**config.mk**
```make
export PLATFORM = sky130hd
export DESIGN_NAME = blk_addr_arb
export DESIGN_NICKNAME = d
export VERILOG_FILES = /design/src/rtl/mpcache_pkg.sv /design/src/rtl/blk_free_fifo.sv /design/src/rtl/blk_addr_arb.sv
export SDC_FILE = /design/constraint.sdc
export NUM_CORES = 2
export LEC_CHECK = 0
export CAP_MARGIN = 20
export CELL_PAD_IN_SITES_DETAIL_PLACEMENT = 1
export CELL_PAD_IN_SITES_GLOBAL_PLACEMENT = 1
export CORE_ASPECT_RATIO = 2
export CORE_MARGIN = 10
export CORE_UTILIZATION = 58
export CTS_BUF_LIST = sky130_fd_sc_hd__clkbuf_8
export DETAILED_ROUTE_END_ITERATION = 10
export PLACE_DENSITY_LB_ADDON = 0.1
export SYNTH_ARGS = -nofsm -noshare
export SYNTH_HDL_FRONTEND = slang
export SYNTH_SLANG_ARGS = --single-unit
```
**constraint.sdc**
```tcl
create_clock -name i_clk -period 7.3 [get_ports i_clk]
set_clock_uncertainty 0.2 [all_clocks]
set_input_delay 1.46 -clock i_clk [delete_from_list [all_inputs] [get_ports i_clk]]
set_output_delay 1.46 -clock i_clk [all_outputs]
set_load 0.01 [all_outputs]
```
**src/rtl/mpcache_pkg.sv**
```systemverilog
// Shared sizing and state definitions for the block address arbiter.
package mpcache_pkg;

    localparam int unsigned NUM_PORTS      = 16;
    localparam int unsigned NUM_BLKS       = 256;
    localparam int unsigned BLK_WORDS      = 16;
    localparam int unsigned BLK_ADDR_WIDTH = $clog2(NUM_BLKS * BLK_WORDS);

    typedef enum logic {
        S_INIT,
        S_RUN
    } arb_state_e;

endpackage

```
**src/rtl/blk_free_fifo.sv**
```systemverilog
// Circular FIFO of free block indices; DEPTH must be a power of two so the
// pointers wrap on their own.
module blk_free_fifo #(
    parameter int unsigned DEPTH = 256,
    parameter int unsigned WIDTH = 8
) (
    input  logic                     clk,
    input  logic                     rst_n,
    input  logic                     push,
    input  logic [WIDTH-1:0]         push_data,
    input  logic                     pop,
    output logic [WIDTH-1:0]         pop_data,
    output logic [$clog2(DEPTH):0]   count,
    output logic                     full,
    output logic                     empty
);

    localparam int unsigned AW = $clog2(DEPTH);

    logic [WIDTH-1:0] mem [DEPTH];
    logic [AW-1:0]    wr_ptr;
    logic [AW-1:0]    rd_ptr;
    logic             do_push;
    logic             do_pop;

    assign full     = (count == (AW+1)'(DEPTH));
    assign empty    = (count == '0);
    assign do_push  = push && !full;
    assign do_pop   = pop && !empty;
    assign pop_data = mem[rd_ptr];

    always_ff @(posedge clk or negedge rst_n) begin
        if (!rst_n) begin
            wr_ptr <= '0;
            rd_ptr <= '0;
            count  <= '0;
        end else begin
            if (do_push) wr_ptr <= wr_ptr + 1'b1;
            if (do_pop)  rd_ptr <= rd_ptr + 1'b1;
            if (do_push && !do_pop)      count <= count + 1'b1;
            else if (do_pop && !do_push) count <= count - 1'b1;
        end
    end

    // Storage carries no reset; validity is tracked entirely by count.
    always_ff @(posedge clk) begin
        if (do_push) mem[wr_ptr] <= push_data;
    end

endmodule

```
**src/rtl/blk_addr_arb.sv**
```systemverilog
// Round-robin allocator handing out free SRAM block addresses to requesters,
// with the free list recycled from read-side releases.
module blk_addr_arb #(
    parameter int unsigned NUM_PORTS      = mpcache_pkg::NUM_PORTS,
    parameter int unsigned NUM_BLKS       = mpcache_pkg::NUM_BLKS,
    parameter int unsigned BLK_WORDS      = mpcache_pkg::BLK_WORDS,
    parameter int unsigned BLK_ADDR_WIDTH = $clog2(NUM_BLKS * BLK_WORDS)
) (
    input  logic                        i_clk,
    input  logic                        i_rst_n,
    input  logic [NUM_PORTS-1:0]        i_addr_req,
    output logic [NUM_PORTS-1:0]        o_blk_addr_vld,
    output logic [BLK_ADDR_WIDTH-1:0]   o_blk_addr,
    input  logic                        i_free_vld,
    input  logic [BLK_ADDR_WIDTH-1:0]   i_free_addr,
    output logic [$clog2(NUM_BLKS):0]   o_free_cnt,
    output logic                        o_init_done,
    output logic [1:0]                  o_err
);

    import mpcache_pkg::*;

    localparam int unsigned IW  = $clog2(NUM_BLKS);
    localparam int unsigned OFF = $clog2(BLK_WORDS);
    localparam int unsigned PW  = (NUM_PORTS > 1) ? $clog2(NUM_PORTS) : 1;

    arb_state_e           state;
    logic [NUM_PORTS-1:0] pending;
    logic [PW-1:0]        rr_ptr;
    logic [IW-1:0]        init_idx;

    logic                 fifo_push;
    logic [IW-1:0]        fifo_push_data;
    logic                 fifo_pop;
    logic [IW-1:0]        fifo_head;
    logic                 fifo_full;
    logic                 fifo_empty;

    logic                 gnt_hit;
    logic [PW-1:0]        gnt_idx;
    logic [PW-1:0]        scan_idx;
    logic                 can_grant;
    logic [NUM_PORTS-1:0] grant_vec;
    logic [IW-1:0]        rel_idx;
    logic                 free_addr_unused;

    // Word-offset bits of a released address carry no block information.
    assign rel_idx          = i_free_addr[OFF +: IW];
    assign free_addr_unused = ^i_free_addr;

    always_comb begin
        gnt_hit  = 1'b0;
        gnt_idx  = '0;
        scan_idx = '0;
        for (int unsigned k = 0; k < NUM_PORTS; k++) begin
            scan_idx = PW'((32'(rr_ptr) + k) % NUM_PORTS);
            if (!gnt_hit && pending[scan_idx]) begin
                gnt_hit = 1'b1;
                gnt_idx = scan_idx;
            end
        end
        can_grant = (state == S_RUN) && !fifo_empty && gnt_hit;
        grant_vec = can_grant ? (NUM_PORTS'(1) << gnt_idx) : '0;
    end

    // A release during init borrows the single push slot; the init walk stalls.
    always_comb begin
        fifo_pop       = can_grant;
        fifo_push      = ((state == S_INIT) || i_free_vld) && !fifo_full;
        fifo_push_data = ((state == S_RUN) || i_free_vld) ? rel_idx : init_idx;
    end

    always_ff @(posedge i_clk or negedge i_rst_n) begin
        if (!i_rst_n) begin
            state          <= S_INIT;
            init_idx       <= '0;
            pending        <= '0;
            rr_ptr         <= '0;
            o_blk_addr_vld <= '0;
            o_blk_addr     <= '0;
            o_init_done    <= 1'b0;
            o_err          <= '0;
        end else begin
            // A fresh pulse on the port being granted re-arms its flag.
            pending <= (pending & ~grant_vec) | i_addr_req;
            if (|(i_addr_req & pending & ~grant_vec)) o_err[0] <= 1'b1;
            if (i_free_vld && fifo_full)               o_err[1] <= 1'b1;

            o_blk_addr_vld <= grant_vec;
            o_blk_addr     <= can_grant ? (BLK_ADDR_WIDTH'(fifo_head) << OFF) : '0;
            if (can_grant) begin
                rr_ptr <= (32'(gnt_idx) == NUM_PORTS - 1) ? '0 : gnt_idx + 1'b1;
            end

            case (state)
                S_INIT: begin
                    if (!i_free_vld) begin
                        init_idx <= init_idx + 1'b1;
                        if (init_idx == IW'(NUM_BLKS - 1)) begin
                            state       <= S_RUN;
                            o_init_done <= 1'b1;
                        end
                    end
                end
                S_RUN:   state <= S_RUN;
                default: state <= S_INIT;
            endcase
        end
    end

    blk_free_fifo #(
        .DEPTH (NUM_BLKS),
        .WIDTH (IW)
    ) u_free_fifo (
        .clk       (i_clk),
        .rst_n     (i_rst_n),
        .push      (fifo_push),
        .push_data (fifo_push_data),
        .pop       (fifo_pop),
        .pop_data  (fifo_head),
        .count     (o_free_cnt),
        .full      (fifo_full),
        .empty     (fifo_empty)
    );

endmodule

```
==> metrics.md <==
| Metric | Value |
|---|---|
| Total core area | `0.146 sq mm` |
| CP Launch Type | `flop` |
| Share of the synthesized area in the top cell type | `0.723` |
| Setup crit end kind | `flop` |
| GR Overflow Total | `0` |
| Leakage dissipation | `28.1 nW` |
| Async SR Flop Fraction | `0.0380` |
| Switching part of the total | `0.227` |
| Tot Pwr | `24.1 mW` |
| Synth-to-layout area growth | `10.1%` |
| Max-cap violations | `0` |
| Pre-CTS setup slack | `0.709 ns` |
| Max Freq | `151 MHz` |
| GRT Overall Usage | `0.277` |
| Final setup fails | `0` |
| Post-Synth XOR/XNOR Area | `0.00430` |
| # fillers | `11.6k` |
| Area share of fa/ha/maj cells after synthesis | `0.00421` |
| Initial antenna violation count | `6` |
| Post-CTS setup buffer count | `0` |
| DR vias | `41.1k` |
| Routability congestion estimate | `0.945` |
| Max Root-Sink Buffers | `4` |
| RSZ-0062 raised after global routing | `no` |
| Final Hold Fails | `0` |
| Router iterations before antenna repair | `6` |
| Post-route cell area | `0.0936 sq mm` |
| Crit Path Class | `reg2reg` |
| Critical path arrival | `7.19 ns` |
| Worst min-delay path class | `in2async` |
| Post-Synthesis Cells | `3869` |
| Final Cycle Share | `0.906` |
| Starting DRC count in detailed routing | `4049` |
| PnR worst setup slack | `0.690 ns` |
| Share of cells above drive strength 1 | `0.282` |
| Synth top area cells | `edfxtp_1 72%, mux4_2 19%, dfrtp_1 2.4%` |
| Post-CTS Hold Buffers | `0` |
| Post-CTS resize count | `0` |
| WP data required | `7.88 ns` |
| Simple-gate share of the synthesized area | `0.0255` |
| Sequential share of power | `0.590` |
| Slew Limit Fails | `0` |
| # IOs | `71` |
| Compound-Gate Fraction of Synth Area | `0.0121` |
| Initial Utilization | `0.584` |
| CTS sink cnt | `2129` |
| Slew of the pin with the lowest slew margin | `1.29 ns` |
| EDFF count, synth | `2048` |
| Crit path max fanout | `11` |
| Status | `finished clean` |
| Fin cells | `6205` |
| Post-Route WL | `225 mm` |
| Cell taking the most area after synthesis | `edfxtp_1` |
| Synth Register Bits | `2129` |
| Worst hold slack | `0.195 ns` |
| Multi-input logic area | `0.0206 sq mm` |
| Int Pwr | `18.6 mW` |
| First-pass GRT wire length | `327 mm` |
| Slew Limit Headroom | `0.143` |
| Chip height | `561 microns` |
| H-tree levels | `5` |
| Combinational family with the most area after synthesis | `multiplexers` |
| Via density | `6.63` |
| Routed Antenna Nets | `0` |
| Cell Pwr Density | `257 mW/mm^2` |
| Post-layout util | `0.643` |
| Detailed Place HPWL | `143 mm` |
| CTS tree | `done` |
| Netlist cell types | `76` |
| FP Rows | `198` |
| Register Area | `0.0635 sq mm` |
| Slowest cell delay on critical path | `0.65 ns` |
| Crit path time final | `6.61 ns` |
| Fin Setup TNS | `0 ns` |
| Via count of the first global-routing pass | `44.6k` |
| Num CTS Buffers | `294` |
| CTS root buf | `clkbuf_8` |
| Comb pwr share | `0.047` |
| Worst Path Buf+Inv | `3` |
| Drt drc | `0` |
| Clock Latency Late Sink | `0.91 ns` |
| IO buf count | `62` |
| Syn Area/Cell | `22.0 sq um` |
| Worst path slowest cell | `ha_1` |
| Largest net degree at the start of global routing | `161` |
| Routed wire per std cell | `36.2 microns` |
| Clock power frac | `0.364` |
| Cell mode on critical path | `ha_1` |
| Number of placed cells counting well taps | `5686` |
| CP delay by family, top | `adder cells` |
| Psw | `5.47 mW` |
| Full die area | `0.163 sq mm` |
| NumNets Final | `4145` |
| Crit path cell chain | `inv_2 -> ha_1 -> mux4_2 -> mux2i_1 -> mux2_2 -> nand4_1 -> nor3_1 -> nand3_4 -> nor2_1 -> a31oi_2 -> inv_1 -> ha_1 -> inv_1 -> ha_1 -> a21oi_1 -> o21ai_0 -> and2_1 -> o21ai_0 -> nand2b_1 -> a21o_1 -> a21oi_1 -> xnor2_1 -> nor2_1 -> xor2_1` |
| Mux cell area share after synthesis | `0.195` |
| Max VDD drop | `521 uV` |
| Placed Area | `0.0881 sq mm` |
| Synthesized area | `0.0850 sq mm` |
| Sequential fraction of the synthesis area | `0.747` |
| Die W | `291 microns` |
| Warning count from the yosys run | `0` |
| Main synth FF type | `edfxtp_1` |
| Reg clk slew, reported paths | `0.07 ns` |
==> cell usage after synthesis, types with 3 or more instances <==
library cell,n
o21ai_0,30
o21bai_1,7
inv_1,37
a311oi_1,4
ha_1,27
buf_1,55
a32oi_1,3
buf_4,4
edfxtp_1,2048
a31oi_1,3
nand2_1,99
buf_2,7
o211ai_1,9
mux4_2,710
o22ai_1,13
mux2_2,23
nor4_1,3
nand4_1,15
dfrtp_1,81
nand3_1,20
clkbuf_1,153
nor2b_1,9
mux2i_1,18
or2_2,3
and3_1,10
and2_1,13
mux2_1,4
xor2_1,10
nor3_1,24
a21o_1,19
buf_6,3
nor2_1,292
a211oi_1,5
a21oi_1,27
nand2b_1,3
xnor2_1,28
==> worst register-to-register path, stage by stage (launching register included) <==
cell and delay [ns]:
dfrtp_1 0.40, inv_2 0.15, ha_1 0.65, mux4_2 0.63, mux2i_1 0.39, mux2_2 0.32
nand4_1 0.20, nor3_1 0.35, nand3_4 0.18, nor2_1 0.18, a31oi_2 0.11, inv_1 0.42
ha_1 0.34, inv_1 0.19, ha_1 0.37, a21oi_1 0.15, o21ai_0 0.11, and2_1 0.19
o21ai_0 0.16, nand2b_1 0.11, a21o_1 0.18, a21oi_1 0.17, xnor2_1 0.14, nor2_1 0.07
xor2_1 0.16
==> state kept, by name (all words and copies together) (netlist names) <==
name	flops
o_init_done	1
state	1
init_idx	8
o_blk_addr	8
pending	16
u_free_fifo.mem	2048
rr_ptr	4
u_free_fifo.wr_ptr	8
o_blk_addr_vld	16
u_free_fifo.rd_ptr	8
o_err	2
u_free_fifo.count	9
==> per-layer routing <==
metal  global-route usage  wire, microns  vias up  part of all wire
met5                    0             44        -           0.00020
met3               0.0385          12100      495             0.054
met1                0.316          76000    22300              0.34
met4                0.131          11900        6             0.053
li1                     -              -    16700                 -
met2                0.507         125000     1725              0.56
==> cell type report <==
type                       count  area share
sequential                  2129       0.679
timing repair buffer         140      0.0163
clock inverter               208      0.0134
clock buffer                 302      0.0444
tap                         1900      0.0254
multi-input combinational   1483       0.220
inverter                      38     0.00152
antenna                        5    0.000134
==> cell families (layout without fill, tap and decap cells) <==
group | after synthesis | in the layout
AND/OR/NAND/NOR | 504 | 504
other | 1 | 9
multiplexers | 758 | 758
buffers and inverters | 260 | 688
adder cells (fa/ha/maj) | 28 | 28
flip-flops | 2129 | 2129
AO/OA/AOI/OAI | 149 | 149
XOR/XNOR | 40 | 40
==> power by group through the flow <==
stage / registers, mW / logic [mW] / clock network, mW
detailed placement: 14.5 / 1.14 / 0
CTS: 14.2 / 1.12 / 8.94
finish: 14.2 / 1.12 / 8.76
global placement: 14.5 / 1.00 / 0
global route: 14.2 / 1.23 / 9.45
floorplan: 14.5 / 0.464 / 0
==> placed cells by master, fill, tap and decap left out, types with 7 or more instances in the layout <==
| cell | synthesis | routed |
|---|---|---|
| nand4_1 | 15 | 15 |
| nor3_1 | 24 | 24 |
| buf_4 | 4 | 55 |
| edfxtp_1 | 2048 | 2048 |
| o21bai_1 | 7 | 7 |
| xor2_1 | 10 | 10 |
| bufinv_16 | 0 | 13 |
| mux2i_1 | 18 | 18 |
| o22ai_1 | 13 | 13 |
| o211ai_1 | 9 | 9 |
| o21ai_0 | 30 | 30 |
| and3_1 | 10 | 10 |
| clkinvlp_4 | 0 | 13 |
| dfrtp_1 | 81 | 75 |
| nand3_1 | 20 | 20 |
| ha_1 | 27 | 27 |
| mux2_2 | 23 | 15 |
| buf_12 | 0 | 19 |
| and2_1 | 13 | 13 |
| clkinv_1 | 0 | 65 |
| xnor2_1 | 28 | 28 |
| a21o_1 | 19 | 19 |
| nor2b_1 | 9 | 9 |
| nor2_1 | 292 | 291 |
| a21oi_1 | 27 | 27 |
| mux4_2 | 710 | 710 |
| nand2_1 | 99 | 95 |
| clkdlybuf4s50_1 | 0 | 61 |
| clkinv_2 | 0 | 38 |
| mux2_8 | 0 | 8 |
| inv_1 | 37 | 110 |
| clkbuf_8 | 0 | 302 |
==> path summary, 6_finish.rpt <==
kind                             startpoint                     to  slack (ns)  cells past startpoint
worst max-delay path              rr_ptr[0]   u_free_fifo.count[8]        0.69                     24
max in group asynchronous           i_rst_n  u_free_fifo.rd_ptr[2]        5.31                      2
worst min register to register  o_init_done            o_init_done        0.29                      1
worst max register to register    rr_ptr[0]   u_free_fifo.count[8]        0.69                     24
worst min-delay path                i_rst_n            init_idx[4]        0.19                      1
min in group i_clk              o_init_done            o_init_done        0.29                      1
Power figures use the tool's default switching activity.
